File: config.mk
export PLATFORM = sky130hd
export DESIGN_NAME = rice_residual_assembler
export DESIGN_NICKNAME = d
export VERILOG_FILES = /design/src/rtl/rice_residual_assembler.sv
export SDC_FILE = /design/constraint.sdc
export NUM_CORES = 1
export LEC_CHECK = 0
export ABC_AREA = 1
export BUFFER_PORTS_ARGS = -buffer_cell sky130_fd_sc_hd__buf_2
export CORE_ASPECT_RATIO = 1.75
export CORE_MARGIN = 2
export CORE_UTILIZATION = 60
export DETAILED_ROUTE_END_ITERATION = 16
export MAX_ROUTING_LAYER = met4
export PLACE_DENSITY = 0.82
export SYNTH_ARGS = -nofsm -noshare
export SYNTH_HDL_FRONTEND = slang
export SYNTH_SLANG_ARGS = --single-unit
export TNS_END_PERCENT = 1
File: constraint.sdc
create_clock -name iClk -period 3.7 [get_ports iClk]
set_input_delay 0.925 -clock iClk [delete_from_list [all_inputs] [get_ports iClk]]
set_output_delay 0.925 -clock iClk [all_outputs]
set_load 0.1 [all_outputs]
File: src/rtl/rice_residual_assembler.sv
// ============================================================================
// Module   : rice_residual_assembler
// Purpose  : Rebuilds Rice-coded values into signed residuals, tracks partitions
//            and buffers results for the LPC restore stage.
// Revision : 1.0 - initial release
// ============================================================================
`default_nettype none

module rice_residual_assembler #(
  parameter int DATA_W     = 16,
  parameter int FIFO_DEPTH = 4
) (
  input  logic              iClk,
  input  logic              iRst_n,
  input  logic              iStart,
  input  logic [15:0]       iBlockSize,
  input  logic [3:0]        iPartOrder,
  input  logic [5:0]        iPredOrder,
  input  logic [3:0]        iRiceParam,
  input  logic              iParamValid,
  output logic              oDecEn,
  input  logic              iDecDone,
  input  logic [DATA_W-1:0] iMSB,
  input  logic [DATA_W-1:0] iLSB,
  output logic [DATA_W-1:0] oResidual,
  output logic              oValid,
  input  logic              iReady,
  output logic [15:0]       oPartIdx,
  output logic              oPartDone,
  output logic              oBlockDone,
  output logic              oBusy,
  output logic              oOverflow
);

  localparam int AW = $clog2(FIFO_DEPTH);
  localparam logic [AW:0] C_FULL_CNT = (AW+1)'(FIFO_DEPTH);
  localparam logic [AW:0] C_EN_LIMIT = (AW+1)'(FIFO_DEPTH - 2);

  localparam logic [1:0] S_IDLE  = 2'd0;
  localparam logic [1:0] S_PARAM = 2'd1;
  localparam logic [1:0] S_RUN   = 2'd2;
  localparam logic [1:0] S_DRAIN = 2'd3;

  logic [1:0]        state_q, state_d;
  logic [15:0]       part_len_q, part_len_d;
  logic [3:0]        pord_q, pord_d;
  logic [5:0]        pred_q, pred_d;
  logic [15:0]       part_idx_q, part_idx_d;
  logic [3:0]        k_q, k_d;
  logic [15:0]       cnt_q, cnt_d;

  logic [DATA_W-1:0] mem_q [FIFO_DEPTH];
  logic [AW-1:0]     wr_q, rd_q;
  logic [AW:0]       fcnt_q;
  logic              ovf_q;

  logic [15:0]       w_last_idx;
  logic              w_is_last;
  logic [15:0]       w_first_len;
  logic [15:0]       w_load_cnt;
  logic [DATA_W-1:0] w_mask, w_u, w_res;
  logic              w_push_req, w_push, w_pop, w_full;

  assign w_last_idx  = (16'd1 << pord_q) - 16'd1;
  assign w_is_last   = (part_idx_q == w_last_idx);
  // Partition 0 carries the warm-up samples, which are not Rice coded.
  assign w_first_len = (part_len_q > {10'd0, pred_q}) ? (part_len_q - {10'd0, pred_q}) : 16'd0;
  assign w_load_cnt  = (part_idx_q == 16'd0) ? w_first_len : part_len_q;

  assign w_mask = (DATA_W'(1) << k_q) - DATA_W'(1);
  assign w_u    = (iMSB << k_q) | (iLSB & w_mask);
  assign w_res  = (w_u >> 1) ^ {DATA_W{w_u[0]}};

  assign oValid     = (fcnt_q != '0);
  assign w_full     = (fcnt_q == C_FULL_CNT);
  assign w_pop      = oValid & iReady;
  assign w_push_req = (state_q == S_RUN) & iDecDone;
  // A full FIFO still takes a push when the head leaves in the same cycle.
  assign w_push     = w_push_req & (~w_full | w_pop);

  assign oDecEn     = (state_q == S_RUN) && (fcnt_q <= C_EN_LIMIT);
  assign oResidual  = oValid ? mem_q[rd_q] : '0;
  assign oPartIdx   = part_idx_q;
  assign oBusy      = (state_q != S_IDLE);
  assign oOverflow  = ovf_q;
  assign oBlockDone = (state_q == S_DRAIN) && (fcnt_q == '0);
  assign oPartDone  = ((state_q == S_PARAM) && iParamValid && (w_load_cnt == 16'd0)) ||
                      ((state_q == S_RUN) && iDecDone && (cnt_q == 16'd1));

  always_comb begin
    state_d    = state_q;
    part_len_d = part_len_q;
    pord_d     = pord_q;
    pred_d     = pred_q;
    part_idx_d = part_idx_q;
    k_d        = k_q;
    cnt_d      = cnt_q;
    case (state_q)
      S_IDLE: begin
        if (iStart) begin
          pord_d     = iPartOrder;
          pred_d     = iPredOrder;
          part_len_d = iBlockSize >> iPartOrder;
          part_idx_d = 16'd0;
          state_d    = S_PARAM;
        end
      end
      S_PARAM: begin
        if (iParamValid) begin
          k_d   = iRiceParam;
          cnt_d = w_load_cnt;
          if (w_load_cnt != 16'd0) begin
            state_d = S_RUN;
          end else if (w_is_last) begin
            state_d = S_DRAIN;
          end else begin
            part_idx_d = part_idx_q + 16'd1;
          end
        end
      end
      S_RUN: begin
        if (iDecDone) begin
          cnt_d = cnt_q - 16'd1;
          if (cnt_q == 16'd1) begin
            if (w_is_last) begin
              state_d = S_DRAIN;
            end else begin
              part_idx_d = part_idx_q + 16'd1;
              state_d    = S_PARAM;
            end
          end
        end
      end
      default: begin
        if (fcnt_q == '0) state_d = S_IDLE;
      end
    endcase
  end

  always_ff @(posedge iClk or negedge iRst_n) begin
    if (!iRst_n) begin
      state_q    <= S_IDLE;
      part_len_q <= 16'd0;
      pord_q     <= 4'd0;
      pred_q     <= 6'd0;
      part_idx_q <= 16'd0;
      k_q        <= 4'd0;
      cnt_q      <= 16'd0;
    end else begin
      state_q    <= state_d;
      part_len_q <= part_len_d;
      pord_q     <= pord_d;
      pred_q     <= pred_d;
      part_idx_q <= part_idx_d;
      k_q        <= k_d;
      cnt_q      <= cnt_d;
    end
  end

  always_ff @(posedge iClk or negedge iRst_n) begin
    if (!iRst_n) begin
      wr_q   <= '0;
      rd_q   <= '0;
      fcnt_q <= '0;
      ovf_q  <= 1'b0;
    end else begin
      if (w_push) wr_q <= wr_q + AW'(1);
      if (w_pop)  rd_q <= rd_q + AW'(1);
      if (w_push && !w_pop)      fcnt_q <= fcnt_q + (AW+1)'(1);
      else if (!w_push && w_pop) fcnt_q <= fcnt_q - (AW+1)'(1);
      if (w_push_req && w_full && !w_pop) ovf_q <= 1'b1;
    end
  end

  always_ff @(posedge iClk) begin
    if (w_push) mem_q[wr_q] <= w_res;
  end

endmodule

`default_nettype wire
Word level (Yosys, flattened, before mapping)
Memory sizes are Yosys's and may differ from the RTL's.
Cells that the tools add are included.
{"block": "op_classes", "add_sub_neg": 9, "multipliers": 0, "div": 0, "order_cmp": 2, "eq_ne": 12, "shifts": 4, "muxes": 26, "bitwise": 8, "reduce_logical": 29}
{"cell": "16-bit 2-to-1 mux", "n": 11}
{"cell": "16-bit one-hot mux with 3 select lines", "n": 1}
{"cell": "16-bit logical NOT", "n": 2}
{"cell": "16-bit one-hot mux with 2 select lines", "n": 1}
{"cell": "1-bit by 4-bit << shifter with 16-bit output (first input constant)", "n": 2}
{"cell": "16-bit by 1-bit subtractor with 16-bit output (second input constant)", "n": 2}
{"cell": "16-bit by 1-bit adder with 16-bit output (second input constant)", "n": 1}
{"cell": "16-bit bitwise AND", "n": 1}
{"cell": "16-bit by 1-bit equality test with 1-bit output (second input constant)", "n": 1}
{"cell": "16-bit equality test", "n": 1}
{"cell": "16-bit by 6-bit greater-than comparator with 1-bit output", "n": 1}
{"cell": "2-bit 2-to-1 mux", "n": 8}
{"cell": "16-bit OR", "n": 1}
{"cell": "16-bit nonzero test", "n": 1}
{"cell": "16-bit by 4-bit << shifter with 16-bit output", "n": 1}
{"cell": "16-bit by 4-bit right shift with 16-bit output", "n": 1}
{"cell": "16-bit by 2-bit subtractor with 16-bit output (second input constant)", "n": 1}
{"cell": "16-bit by 6-bit subtractor with 16-bit output", "n": 1}
{"cell": "15-bit by 16-bit bitwise XOR with 16-bit output", "n": 1}
{"cell": "6-bit AND reduction", "n": 2}
{"cell": "1-bit logical AND", "n": 10}
{"cell": "2-bit != test (second input constant)", "n": 4}
{"cell": "3-bit 2-to-1 mux", "n": 2}
{"cell": "2-bit one-hot mux with 3 select lines", "n": 1}
{"cell": "other kinds (22)", "n": 32}
{"block": "word_totals", "regBits": 72, "latch_bits": 0, "mem_bits_rw": 64, "romBits": 0, "input_bits": 68, "out_inout_bits": 38, "mem_count": 1}
{"name": "mem_q", "words": 4, "word_bits": 16, "read_ports": 1, "rd_ports_with_merged_regs": 0, "wr": 1, "line_no": "52", "text": "logic [DATA_W-1:0] mem_q [FIFO_DEPTH];"}

Longest topological paths before layout
{"block": "logic_depth", "ltp_word": 8, "depth_mapped": 21}

Worst setup path before layout
OpenSTA, ideal clock, no wires.
{"block": "synth_timing", "path_type": "reg2out", "from": "register part_idx_q[0], in the netlist oPartIdx[0]", "to": "output port oPartDone", "arrival_time_ns": 4.668, "required_time_ns": 2.775, "slack_ns": -1.893, "stages_incl_launch_ff": 13, "n_path_buf": 0, "path_cell_list": "dfrtp_1 -> inv_1 -> ha_1 -> nand2_1 -> nor2_2 -> nand2_2 -> clkinv_4 -> or2_1 -> nand3_2 -> nand2_1 -> nor2_1 -> nand2_2 -> o32ai_1"}
{"block": "synth_between", "elab_chain_cells": 5}
{"item": "start: declaration", "line_no": "48", "text": "logic [15:0] part_idx_q, part_idx_d;"}
{"item": "start signal: assignment", "line_no": "154", "text": "part_idx_q <= part_idx_d;"}
{"item": "16-bit logical NOT", "line_no": "68", "text": "assign w_load_cnt = (part_idx_q == 16'd0) ? w_first_len : part_len_q;"}
{"item": "16-bit 2-to-1 mux", "line_no": "68"}
{"item": "16-bit logical NOT", "line_no": "87", "text": "assign oPartDone = ((state_q == S_PARAM) && iParamValid && (w_load_cnt == 16'd0)) ||"}
{"item": "1-bit logical AND", "line_no": "87"}
{"item": "1-bit logical OR", "line_no": "87"}
{"item": "end: declaration", "line_no": "29", "text": "output logic oPartDone,"}
Every way passes these cells.

Worst setup path after layout
{"block": "layout_timing", "from": "register part_len_q[5]", "to": "output port oPartDone"}
{"block": "layout_between", "elab_chain_cells": 6}
{"item": "start: declaration", "line_no": "45", "text": "logic [15:0] part_len_q, part_len_d;"}
{"item": "start signal: assignment", "line_no": "151", "text": "part_len_q <= part_len_d;"}
{"item": "16-bit by 6-bit subtractor with 16-bit output or 16-bit by 6-bit greater-than comparator with 1-bit output (tied branches)", "line_no": "67", "text": "assign w_first_len = (part_len_q > {10'd0, pred_q}) ? (part_len_q - {10'd0, pred_q}) : 16'd0;"}
{"item": "16-bit 2-to-1 mux", "line_no": "67"}
{"item": "16-bit 2-to-1 mux (*)", "line_no": "68"}
{"item": "16-bit logical NOT (*)", "line_no": "87"}
{"item": "1-bit logical AND (*)", "line_no": "87"}
{"item": "1-bit logical OR (*)", "line_no": "87"}
Every way passes the cells marked *; elsewhere a longest branch is shown, timed or not.

==> run summary <==
The flow ran to the end, but the final reports show violations. The final reports fail on setup timing. The area inside the core boundary came out at ~15000 µm². The total number of nets in the final design came out at between 1k and 1.5k. The tool flagged a number of max-cap violations equal to 0. The clock network is responsible for between 10% and 20% of the overall power. The static power due to leakage came out at 5.06 nW. After detailed routing, the number of remaining DRC violations is 0. The worst slew slack as a fraction of its limit came out at roughly 38%. The quantity of hold-fixing buffers added after cts is 0.

The type of destination of the critical path is a primary output. The share of the core filled with cells in the final layout is between 70% and 80%. No sink is reached through more buffers than the 2 on the longest clock path.

For this design, the sink count on the clock tree is between 100 and 150. The endpoint required time on the critical path came out at about 2800 ps. STA classifies the critical path startpoint as a flop. The relative contribution of combinational cells to total power is between 60% and 70%.

The critical path in this run is classified as flop to primary output. The fill cell total of the finished layout is around 1.2k. The total routing usage reported by global routing came out at between 30% and 40%. The total net switching power came out at 0.00635 W. In this run the worst hold path is classified as flop to flop. CTS placed an instance of sky130_fd_sc_hd__clkbuf_16 at the clock tree root. The share of total power consumed by net switching came out at a little over half. Cells with a size suffix above 1 make up a little under a fifth of the layout.

The area of the die is between 15000 and 20000 µm². Entering global routing, the biggest net connects 73 pins. The number of max-slew violations in the final report is 0.

The setup slack of the critical path after layout is -170 ps. The via count of the first global-routing pass is around 9.0k. The post-layout instance count excluding filler cells came out at approximately 1.6k.

The synthesized netlist occupies a cell area of slightly above 9000 µm². In this run, the number of DRC markers left after iteration 0 of detailed routing was roughly 800. Summed over all layers, the global routing overflow is 0. Detailed placement finished with a half-perimeter wire length of 20.0 mm.

The number of antenna violations at the first check in global routing is 1. For this run, asynchronously set or reset flops after synthesis account for 52.9%. The post-synthesis register bit count is between 100 and 150. The final routed wirelength across all metal layers is ~28 mm. The number of nets in the synthesized netlist is 1342.

The register-to-register setup slack is just under 700 ps. The count of port buffers added during placement came out at roughly 100. The H-tree was split into 4 levels.

The initialized floorplan defines 60 standard-cell rows. The final critical path time including I/O delays and setup came out at 3870 ps. On the critical path the largest part of the delay comes from simple AND/OR/NAND/NOR gates.

The number of ports placed on the die boundary is 106. The detailed-router iteration count before antenna repair came out at 6. TritonCTS built the clock tree. The unique cell type count in the Yosys netlist came out at 54. The final clock period utilization by the worst path came out at 105%. The register share of total power is 20.8%. The largest incremental delay on the critical path came out at between 400 and 500 ps.

The critical path goes through ha_4, inv_1, nand2_1, nor2_1, nand3_1, nor2_1, nand2_1, nand3_4, nand2_1, nor2_2, nand2_2, o32ai_4, buf_12. The total via count after detailed routing is between 9k and 10k. The area growth from synthesis to layout is 19.3%. The average instance in the mapped netlist occupies 7.41 µm². The number of endpoints with negative hold slack in the final report came out at 0. The number of buffers inserted during clock tree synthesis came out at 17. The clock latency of the later-clocked register in the worst-skew pair is ~430 ps. The starting utilization of the core area came out at about three fifths. The floorplan step set the die width to 97.9 µm. Counting flops with a built-in enable in the synthesized netlist gives 64.

The worst clock skew came out at 13.8 ps. The cell count after synthesis came out at about 1.3k. Adding up every negative setup slack in the final design gives -170 ps. The commonest register cell after synthesis is sky130_fd_sc_hd__dfrtp_1.

The upper clock frequency limit came out at 0.258 GHz. The worst path arrival time came out at approximately 3000 ps. In the layout the commonest cells are 268 x sky130_fd_sc_hd__nand2_1, 173 x sky130_fd_sc_hd__nor2_1, 129 x sky130_fd_sc_hd__inv_1, 120 x sky130_fd_sc_hd__o21ai_0, 98 x sky130_fd_sc_hd__buf_2.

The highest net fanout along the worst path came out at 3. The post-route worst hold slack came out at a little over 500 ps. The final RePlAce weighted congestion is slightly below 1. The cell internal power dissipation came out at ~0.0053 W.

The clock-pin slew on the worst setup and hold paths is 70 ps. The first-pass GRT wire length came out at ~44 mm. In this run the vertical extent of the chip is between 150 and 200 µm. Across the VDD grid, the largest voltage drop is 0.794 mV. Setup repair after global routing could not meet its margin everywhere. Leaving out fill and tap cells, the most frequent cell in the layout is sky130_fd_sc_hd__nand2_1. Dividing the detail-routed wire length by the instance count gives 17.7 µm. Dividing total power by cell area gives a power density of roughly 1100 nW/µm². The total placed cells including tap cells is roughly 1.5k. Summing the sequential cell areas from Yosys gives around two fifths of the chip area. The cell with the most instances on the worst path is sky130_fd_sc_hd__nand2_1.

The via-per-instance ratio is between 5 and 6. The remaining number of nets flagged by the antenna check after routing is 0. For this design, the slowest cell found on the critical path is sky130_fd_sc_hd__dfrtp_2. The number of buffers and inverters on the critical path is 2.

The total number of yosys warnings came out at 0. The actual transition at the worst max-transition pin is 937 ps. Setup violations remaining at the end of the flow were counted as 1.
[per-stage QoR]
step	power (W)	cell area, µm²	worst slack (ps)
finish	0.0116	11000	-170
global route	0.0123	11000	-288
CTS	0.0112	10900	-113
detailed placement	0.00904	10100	74.8
global placement	0.00887	10100	84.0
floorplan	0.00743	9280	-578
[final timing paths]
kind,from,to,cells past startpoint
setup / recovery,part_len_q[5],oPartDone,13
hold / removal,oOverflow,oOverflow,1
setup reg to reg,k_q[1],mem_q[1][13],13
hold reg to reg,oOverflow,oOverflow,1
max in group asynchronous,iRst_n,part_len_q[2],1
min in group asynchronous,iRst_n,pord_q[1],1
[state kept, by name, summed over array words and instances, names as in the netlist, 3 cells and up]
name        cells
cnt_q          16
fcnt_q          3
k_q             4
mem_q          64
oPartIdx       16
part_len_q     16
pord_q          4
pred_q          6
[logic make-up after synthesis]
family | synth area share [%]
xor gates and xnor gates | 4.73
buffers and inverters | 8.52
muxes | 0.770
DFF | 40.2
AOI/OAI and AO/OA | 15.2
and+or+nand+nor | 27.2
adders and majority gates | 3.41
[final cells by class]
class / instances / area (µm²) / share of cell area, %
Multi-Input combinational cell: 922 / 4980 / 45.1
Sequential cell: 136 / 3730 / 33.7
Timing Repair Buffer: 154 / 973 / 8.81
Inverter: 141 / 534 / 4.84
Clock buffer: 17 / 425 / 3.85
Tap cell: 186 / 233 / 2.11
Clock inverter: 15 / 170 / 1.54
Antenna cell: 1 / 2.50 / 0.0227
[cell usage after synthesis, drive strengths merged (8+ instances only)]
cell	n	area share, %
nand4	10	0.68
o221ai	8	0.76
clkbuf	40	1.6
o21ai	128	7.1
nor3	21	1.1
buf	12	1.1
edfxtp	64	21
xnor2	8	0.76
o211ai	9	0.73
ha	22	3.0
nand3	80	4.8
inv	137	5.6
dfrtp	72	19
nor2	185	7.9
nand2	289	12
a21oi	58	3.2
xor2	42	4.0
o22ai	17	1.1
[routing by layer]
| layer | global-route usage [%] | wire (µm) | up-vias |
|---|---|---|---|
| met3 | 4.65 | 1490 | 143 |
| met5 | - | 0 | - |
| met2 | 62.5 | 14900 | 457 |
| li1 | - | - | 4389 |
| met1 | 33.8 | 9230 | 4262 |
| met4 | 24.0 | 2130 | 0 |
[power groups by stage]
stage / Sequential (W) / Combinational, W / Clock, W
after global routing: 0.00245 / 0.00812 / 0.00177
final: 0.00242 / 0.00752 / 0.00170
after CTS: 0.00240 / 0.00709 / 0.00171
after detailed placement: 0.00241 / 0.00663 / 0
after floorplan: 0.00245 / 0.00499 / 0
after global placement: 0.00239 / 0.00648 / 0
[timing repair]
| item | 4_1_cts | 5_1_grt |
|---|---|---|
| pin swaps | 13 | 15 |
| resized for setup | 30 | 21 |
| endpoints found under the setup margin | 1 | 1 |
| gates cloned | 1 | 0 |
| setup buffers | 10 | 6 |
No activity file was read; power rests on OpenSTA's default activity.
